--- src/rtl/sifh_zoom_ctrl_pkg.sv ---
// sifh_zoom_ctrl_pkg: shared widths, bin-shift width helper and FSM encoding
// for the SiFH successive-zoom ranging sequencer.
package sifh_zoom_ctrl_pkg;
    localparam int NP_DEF = 16;
    localparam int NB_DEF = 5;
    typedef enum logic [2:0] {S_IDLE, S_CLEAR, S_ACCUM, S_PEAK, S_CALC, S_NEXT, S_DONE} state_t;
    function automatic int shift_w(input int np);
        return $clog2(np + 1);
    endfunction
endpackage

--- src/rtl/sifh_frame_counter.sv ---
// sifh_frame_counter: clearable, enabled frame counter; tc flags the enabled
// cycle carrying the COUNT-th event.
module sifh_frame_counter #(
    parameter int COUNT = 1024,
    parameter int W = $clog2(COUNT + 1)
) (
    input  logic clk,
    input  logic rst,
    input  logic clr,
    input  logic en,
    output logic tc
);
    logic [W-1:0] cnt_d, cnt_q;
    assign tc = en && (cnt_q == W'(COUNT - 1));
    always_comb cnt_d = clr ? '0 : en ? cnt_q + W'(1) : cnt_q;
    always_ff @(posedge clk or posedge rst)
        if (rst) cnt_q <= '0;
        else cnt_q <= cnt_d;
endmodule

--- src/rtl/sifh_zoom_ctrl.sv ---
// sifh_zoom_ctrl: SiFH zoom-histogram ranging sequencer (start -> NSTAGE passes -> tof).
// Optional SIFH_PEAK_TIMEOUT_EN bounds the wait for the peak finder.
module sifh_zoom_ctrl
    import sifh_zoom_ctrl_pkg::*;
#(
    parameter int NP = NP_DEF,
    parameter int NB = NB_DEF,
    parameter int NSTAGE = 3,
    parameter int FRAMES = 1024,
    parameter int SHIFT_STEP = 4,
    parameter int PEAK_TIMEOUT = 255,
    localparam int SW = shift_w(NP)
) (
    input  logic          clk,
    input  logic          rst,
    input  logic          start,
    input  logic          abort,
    input  logic          frame_tick,
    output logic          busy,
    output logic          hist_clear,
    output logic          hist_en,
    output logic [NP-1:0] win_lo,
    output logic [NP-1:0] win_hi,
    output logic [SW-1:0] bin_shift,
    output logic [2:0]    stage,
    output logic          peak_req,
    input  logic          peak_valid,
    input  logic [NB-1:0] peak_ch,
    output logic [NB-1:0] alg_peak_ch,
    input  logic [NP-1:0] alg_th_minus,
    input  logic [NP-1:0] alg_th_positive,
    output logic          tof_valid,
    output logic [NP-1:0] tof,
    output logic          err
);
    state_t state_d, state_q;
    logic [NP-1:0] win_lo_d, win_lo_q, win_hi_d, win_hi_q, tof_d, tof_q;
    logic [SW-1:0] shift_d, shift_q;
    logic [2:0] stage_d, stage_q;
    logic [NB-1:0] peak_d, peak_q;
    logic err_d, err_q, fc_tc;

    assign busy = state_q != S_IDLE;
    assign hist_clear = state_q == S_CLEAR;
    assign hist_en = state_q == S_ACCUM;
    assign peak_req = state_q == S_PEAK;
    assign tof_valid = state_q == S_DONE;
    assign win_lo = win_lo_q;
    assign win_hi = win_hi_q;
    assign bin_shift = shift_q;
    assign stage = stage_q;
    assign alg_peak_ch = peak_q;
    assign tof = tof_q;
    assign err = err_q;

    sifh_frame_counter #(.COUNT(FRAMES)) u_frame_counter (
        .clk(clk),
        .rst(rst),
        .clr(state_q != S_ACCUM),
        .en(hist_en && frame_tick),
        .tc(fc_tc)
    );

`ifdef SIFH_PEAK_TIMEOUT_EN
    localparam int TW = $clog2(PEAK_TIMEOUT + 1);
    logic [TW-1:0] to_d, to_q;
    assign to_d = (state_q == S_PEAK) ? to_q + TW'(1) : '0;
    always_ff @(posedge clk or posedge rst)
        if (rst) to_q <= '0;
        else to_q <= to_d;
`endif

    always_comb begin
        state_d = state_q;
        win_lo_d = win_lo_q;
        win_hi_d = win_hi_q;
        shift_d = shift_q;
        stage_d = stage_q;
        peak_d = peak_q;
        tof_d = tof_q;
        err_d = err_q;
        unique case (state_q)
            S_IDLE: if (start && !abort) state_d = S_CLEAR;
            S_CLEAR: state_d = S_ACCUM;
            S_ACCUM: if (fc_tc) state_d = S_PEAK;
            S_PEAK: begin
                if (peak_valid) begin
                    peak_d = peak_ch;
                    state_d = S_CALC;
                end
`ifdef SIFH_PEAK_TIMEOUT_EN
                else if (to_q == TW'(PEAK_TIMEOUT - 1)) begin
                    err_d = 1'b1;
                    tof_d = '0;
                    state_d = S_DONE;
                end
`endif
            end
            S_CALC: begin
                if (stage_q == 3'(NSTAGE - 1)) begin
                    tof_d = win_lo_q + (NP'(peak_q) << shift_q) + ((NP'(1) << shift_q) >> 1);
                    state_d = S_DONE;
                end else if (alg_th_minus >= alg_th_positive) begin
                    err_d = 1'b1;
                    state_d = S_DONE;
                end else begin
                    win_lo_d = alg_th_minus;
                    win_hi_d = alg_th_positive;
                    state_d = S_NEXT;
                end
            end
            S_NEXT: begin
                stage_d = stage_q + 3'd1;
                shift_d = (shift_q > SW'(SHIFT_STEP)) ? shift_q - SW'(SHIFT_STEP) : '0;
                state_d = S_CLEAR;
            end
            S_DONE: state_d = S_IDLE;
            default: state_d = S_IDLE;
        endcase
        if (abort && state_q != S_IDLE) state_d = S_IDLE;
        // every return to IDLE re-arms the full-range first pass
        if (state_d == S_IDLE && state_q != S_IDLE) begin
            win_lo_d = '0;
            win_hi_d = '1;
            shift_d = SW'(NP - NB);
            stage_d = '0;
            err_d = 1'b0;
        end
    end

    always_ff @(posedge clk or posedge rst)
        if (rst) begin
            state_q <= S_IDLE;
            win_lo_q <= '0;
            win_hi_q <= '1;
            shift_q <= SW'(NP - NB);
            stage_q <= '0;
            peak_q <= '0;
            tof_q <= '0;
            err_q <= 1'b0;
        end else begin
            state_q <= state_d;
            win_lo_q <= win_lo_d;
            win_hi_q <= win_hi_d;
            shift_q <= shift_d;
            stage_q <= stage_d;
            peak_q <= peak_d;
            tof_q <= tof_d;
            err_q <= err_d;
        end
endmodule

--- config.mk ---
export PLATFORM = sky130hd
export DESIGN_NAME = sifh_zoom_ctrl
export DESIGN_NICKNAME = d
export VERILOG_FILES = /design/src/rtl/sifh_zoom_ctrl_pkg.sv /design/src/rtl/sifh_frame_counter.sv /design/src/rtl/sifh_zoom_ctrl.sv
export SDC_FILE = /design/constraint.sdc
export NUM_CORES = 1
export LEC_CHECK = 0
export CORE_ASPECT_RATIO = 0.8
export CORE_UTILIZATION = 53
export DETAILED_ROUTE_END_ITERATION = 8
export DONT_BUFFER_PORTS = 1
export PLACE_DENSITY = 0.7
export SYNTH_ARGS = -nofsm -noshare
export SYNTH_HDL_FRONTEND = slang
export SYNTH_SLANG_ARGS = --single-unit
--- constraint.sdc ---
create_clock -name clk -period 6.68 [get_ports clk]
set_input_delay 1.336 -clock clk [delete_from_list [all_inputs] [get_ports clk]]
set_output_delay 1.336 -clock clk [all_outputs]
set_load 0.01 [all_outputs]
# --- Word-level counts from Yosys, hierarchy flattened ---
# Index checks and enable logic that the tools add are counted.
word_totals:
  ff_bits: 76
  latchBits: 0
  ramBits: 0
  rom_bits: 0
  inputBits: 43
  out_inout_bits: 67
  elab_cells: 72
  mem_count: 0
classes:
  add_sub_neg: 5
  mul: 0
  div: 0
  magnitude_cmp: 2
  eq_ne: 11
  n_shift: 2
  n_mux: 26
  bitwise: 0
  reduce_logical: 17
ops:
  columns: ["op", "count"]
  rows:
  - ["$mux 16", 8]
  - ["$mux 11", 2]
  - ["$mux 3", 6]
  - ["$pmux 3 s6", 1]
  - ["$add 16x15->16", 1]
  - ["$add 16x16->16", 1]
  - ["$ge 16x16->1", 1]
  - ["$shl 1x5->16 const A", 1]
  - ["$shl 5x5->16", 1]
  - ["$mux 5", 3]
  - ["$add 11x1->11 const B", 1]
  - ["$eq 11x10->1 const B", 1]
  - ["$eq 3x2->1 const B", 3]
  - ["$eq 3x3->1 const B", 3]
  - ["$reduce_bool 2->1", 4]
  - ["$logic_not 3->1", 2]
  - ["$reduce_and 3->1", 2]
  - ["$gt 5x3->1 const B", 1]
  - ["$logic_and 1x1->1", 5]
  - ["$sub 5x3->5 const B", 1]
  - ["$mux 1", 4]
  - ["$mux 2", 2]
  - ["$ne 2x1->1 const B", 2]
  - ["$reduce_and 2->1", 2]
  - ["5 further kinds", 5]

# --- Depth between registers and ports, before layout ---
depth:
  depth_word: 10
  ltp_mapped: 14
  mapped_depth_nobuf: 13

# --- Modules after synthesis ---
# Synthesis repeated with hierarchy kept, for this count alone.
hier_totals:
  hier_cells: 549
  hier_area_um2: 4912.2
by_module_without_submodules:
  columns: ["mod", "instances", "cells_per_inst", "area_each_um2", "seq_area_each_um2"]
  rows:
  - ["sifh_zoom_ctrl", 1, 492, 4344.2, 1624.1]
  - ["sifh_frame_counter", 1, 57, 568.0, 275.3]

# --- Worst setup path after synthesis ---
# No wires, ideal clock.
synth_path:
  path_type: "flip-flop to flip-flop"
  from: "register shift_q[3] (netlist: bin_shift[3])"
  to: "register tof_q[11] (netlist: tof[11])"
  setup_ps: 129
  t_arrival_ps: 3141
  t_required_ps: 6551
  path_slack_ps: 3410
  stages_incl_launch_ff: 13
  path_buffers: 2
  period_less_slack_ps: 3270
  cell_sequence: "dfstp_2 > clkbuf_1 > or2_2 > clkbuf_1 > nor2_1 > fa_1 > fa_1 > a211o_1 > a211oi_2 > o21bai_1 > a21oi_1 > xor2_1 > o21ai_0"
synth_via:
  elab_chain_cells: 3
  elab_cells_between_ends: 4
  classes_between: "add/sub (2); shift (2)"
synth_lines:
  columns: ["item", "line_no", "rtl"]
  rows:
  - ["start, declared", "sifh_zoom_ctrl.sv:38", "logic [SW-1:0] shift_d, shift_q;"]
  - ["start signal, assigned", "sifh_zoom_ctrl.sv:136", "shift_q <= SW'(NP - NB);"]
  - ["start signal, assigned", "sifh_zoom_ctrl.sv:145", "shift_q <= shift_d;"]
  - ["$shl 5x5->16", "sifh_zoom_ctrl.sv:101", "tof_d = win_lo_q + (NP'(peak_q) << shift_q) + ((NP'(1) << shift_q) >> 1);"]
  - ["$add 16x16->16", "sifh_zoom_ctrl.sv:101", null]
  - ["$add 16x15->16 *", "sifh_zoom_ctrl.sv:101", null]
  - ["end signal, assigned", "sifh_zoom_ctrl.sv:148", "tof_q <= tof_d;"]
  - ["end, declared", "sifh_zoom_ctrl.sv:37", "logic [NP-1:0] win_lo_d, win_lo_q, win_hi_d, win_hi_q, tof_d, tof_q;"]
# Mark *: on every way between the ends. The rest lies on a longest branch, timed or not.
# A chain may end at the register's enable or synchronous reset.

# --- Worst setup path in the final report ---
layout_path:
  from: "register shift_q[2] (netlist: bin_shift[2])"
  to: "register tof_q[11] (netlist: tof[11])"
# Same word-level chain as after synthesis.

==> metrics.txt <==
most frequent cells after synthesis=59 x o21ai_0, 57 x dfrtp_1, 56 x a21oi_1, 49 x nor2_1, 43 x ha_1; DR WL met2=5030 um; fmax=0.273 GHz; first-pass GRT wire length=18200 um; VDD IR max=241 uV; CTS tree=built; Post-synth EDFFs=0; GRT Residual Overflow=0; htree depth=3; Final Routed Wirelength=11200 um; GPL Wtd Cong=0.977; syn avg cell area=8.97 um^2; antenna cells=0; vias in the first global route=3698; CP delay by family, top=compound AO/OA/AOI/OAI gates; Post-CTS Setup Repair Bufs=0; clock-pin slew on the worst setup and hold paths=60 ps; Total GRT Usage=24.9%; WL/cell=17.4 um; RSZ-0062 raised after global routing=no; share of the synthesized area in the top cell type=29.1%; post_cts resized=0; Async SR Flop Fraction=100%; PortBufs=0; period utilisation layout=54.8%; clock sinks=75; Top cell by count, worst path=nor2_1; top-count cell post-synth=o21ai_0; Critical Path Source Type=flop; crit path capture type=flop; # hold bufs at CTS=0; Inserted Clock Buffers=9; CP Data Required Time=6890 ps; Die Span Y=88.0 um; # rows=30; PD cells=268 nW/um^2; via count=3822; layout cell share with drive strength beyond 1=11.6%; Met1 Wirelength=5120 um; starting density of the core=56.2%; Max-slew headroom=19.2%; Hold Path Sink=u_frame_counter.cnt_q[10]; CP Depth=12; DR vias/cell=5.93; full die area=9630 um^2; Worst Min Path Start=u_frame_counter.cnt_q[10]; syn_nets=640; Worst Tran Pin Value=1210 ps; CP arrival=3870 ps; post-place setup slack=2990 ps; hold path depth=2; Final Hold Vio Count=0; clock skew=6.13 ps; r2r endpoint=tof[11]; synth top area cells=dfrtp_1 29%, ha_1 11%, dfstp_2 9.7%; uppermost layer routed=met4; post-synth top area cell=dfrtp_1; slowest CP cell=dfrtp_1; run status=completed; internal reg-to-reg setup slack=3020 ps; WP buf/inv=1; post-layout min period=3660 ps; setup violation total in the final timing report=0; DRC Markers=0; num ports=110; Detailed Place HPWL=8220 um; Pins Over Slew Limit=0; post-synthesis cell count=546; Min-Delay Path Class=reg -> reg; Crit Path Category=reg -> reg; Cell Area, Synth=4900 um^2; maximum net fanout on the critical path=11; largest net degree at the start of global routing=76; Max Cap Violations=0; met3 routed wirelength=1000 um; area grow syn2layout=7.67%; antenna violations before repair=0; ys flop type=dfrtp_1; min setup slack post-route=3020 ps; synthesized flop and latch total=75; setup TNS=0 ps; reg-to-reg startpoint=bin_shift[2]; synth warn=0; Root Driver=clkbuf_16; R2R depth=12; Leakage=2.53 nW; core area=8710 um^2; sequential element share of the synthesized area=38.8%; post-layout net count=622; CP max stage delay=620 ps; CTS max path bufs=2; Final ANT Viol Nets=0; die width=109 um; worst-path cell chain=clkinv_1 -> nor2_1 -> a22oi_1 -> nor2_1 -> fa_1 -> ha_1 -> or3_1 -> a211oi_2 -> o21bai_1 -> a21oi_1 -> xor2_1 -> o21ai_0; first-iteration detailed-routing DRC count=258; Worst-Skew Late Latency=340 ps; first-pass iteration count of the detailed router=4; Cell variety after synth=53
==> cell type report <==
type                            instances  area [um^2]
Fill cell                             749         3440
Multi-Input combinational cell        412         2750
Sequential cell                        75         1900
Clock buffer                           12          256
Tap cell                              112          140
Inverter                               27          101
Clock inverter                          4         97.6
Timing Repair Buffer                    3         22.5
==> tightest hold or removal path: stages (launching register included) <==
cell	delay, ps
dfrtp_1	350
xor2_1	70
nor2_1	80
==> worst max path at each step <==
stage	from	end	slack, ps
after global placement	alg_th_positive[2]	win_lo[9]	3020
after global routing	bin_shift[2]	tof[13]	2720
after detailed placement	alg_th_positive[2]	win_hi[1]	2990
final	bin_shift[2]	tof[11]	3020
after CTS	bin_shift[2]	tof[14]	3050
after floorplan	bin_shift[3]	tof[11]	3410
==> layer usage <==
layer | global-route usage [%] | up-vias
met5 | 0 | -
met2 | 39.4 | 127
met3 | 8.85 | 9
met4 | 6.18 | 0
li1 | - | 1880
met1 | 32.6 | 1806
==> cell usage in the layout, fill, tap and decap left out, types with 3 or more instances in the layout <==
| cell | count |
|---|---|
| clkbuf_16 | 9 |
| o21a_1 | 7 |
| nand2b_1 | 3 |
| nand3_1 | 18 |
| xor2_1 | 13 |
| bufinv_16 | 3 |
| xnor2_1 | 10 |
| nor3_1 | 22 |
| or3_1 | 5 |
| and3_1 | 8 |
| a211oi_1 | 3 |
| a21o_1 | 4 |
| mux2_2 | 11 |
| dfrtp_1 | 57 |
| nor2_1 | 48 |
| a21oi_1 | 56 |
| o21bai_1 | 4 |
| fa_1 | 8 |
| o211ai_1 | 3 |
| a22oi_1 | 6 |
| nor2b_1 | 3 |
| or2_2 | 4 |
| buf_4 | 3 |
| dfstp_2 | 18 |
| o21ai_0 | 59 |
| ha_1 | 43 |
| a31oi_1 | 3 |
| mux2i_1 | 3 |
| inv_1 | 25 |
| nand2_1 | 42 |
==> flip-flops by register name (all words and copies together) (netlist names) <==
name                   count
err                        1
win_hi                    16
bin_shift                  4
win_lo                    16
stage                      3
u_frame_counter.cnt_q     11
alg_peak_ch                5
tof                       16
state_q                    3
==> logic make-up (layout without fill, tap and decap cells) <==
group                    count (synthesis)  in the layout  synth area share, %
AO/OA/AOI/OAI                          161            161                 19.2
XOR/XNOR                                23             23                 4.11
adder cells (fa/ha/maj)                 51             51                 14.3
buffers and inverters                   59             46                 5.09
flip-flops                              75             75                 38.8
multiplexers                            14             14                 3.14
AND/OR/NAND/NOR                        163            163                 15.4
==> stage by stage <==
stage	cell area [um^2]	instances	hold WS (ps)	utilization, %	power, mW
3_5_place_dp	4920	629	525	56.5	0.845
6_report	5270	645	536	60.5	1.41
5_1_grt	5270	645	571	60.5	1.48
4_1_cts	5270	645	541	60.5	1.42
3_3_place_gp	4920	629	517	56.5	0.838
2_1_floorplan	4900	546	498	-	0.774
==> power by group <==
part	switching (mW)	internal [mW]
combinational	0.149	0.102
sequential	0.0854	0.504
clock	0.187	0.385
Note: power is estimated with default switching activity, not from simulation.
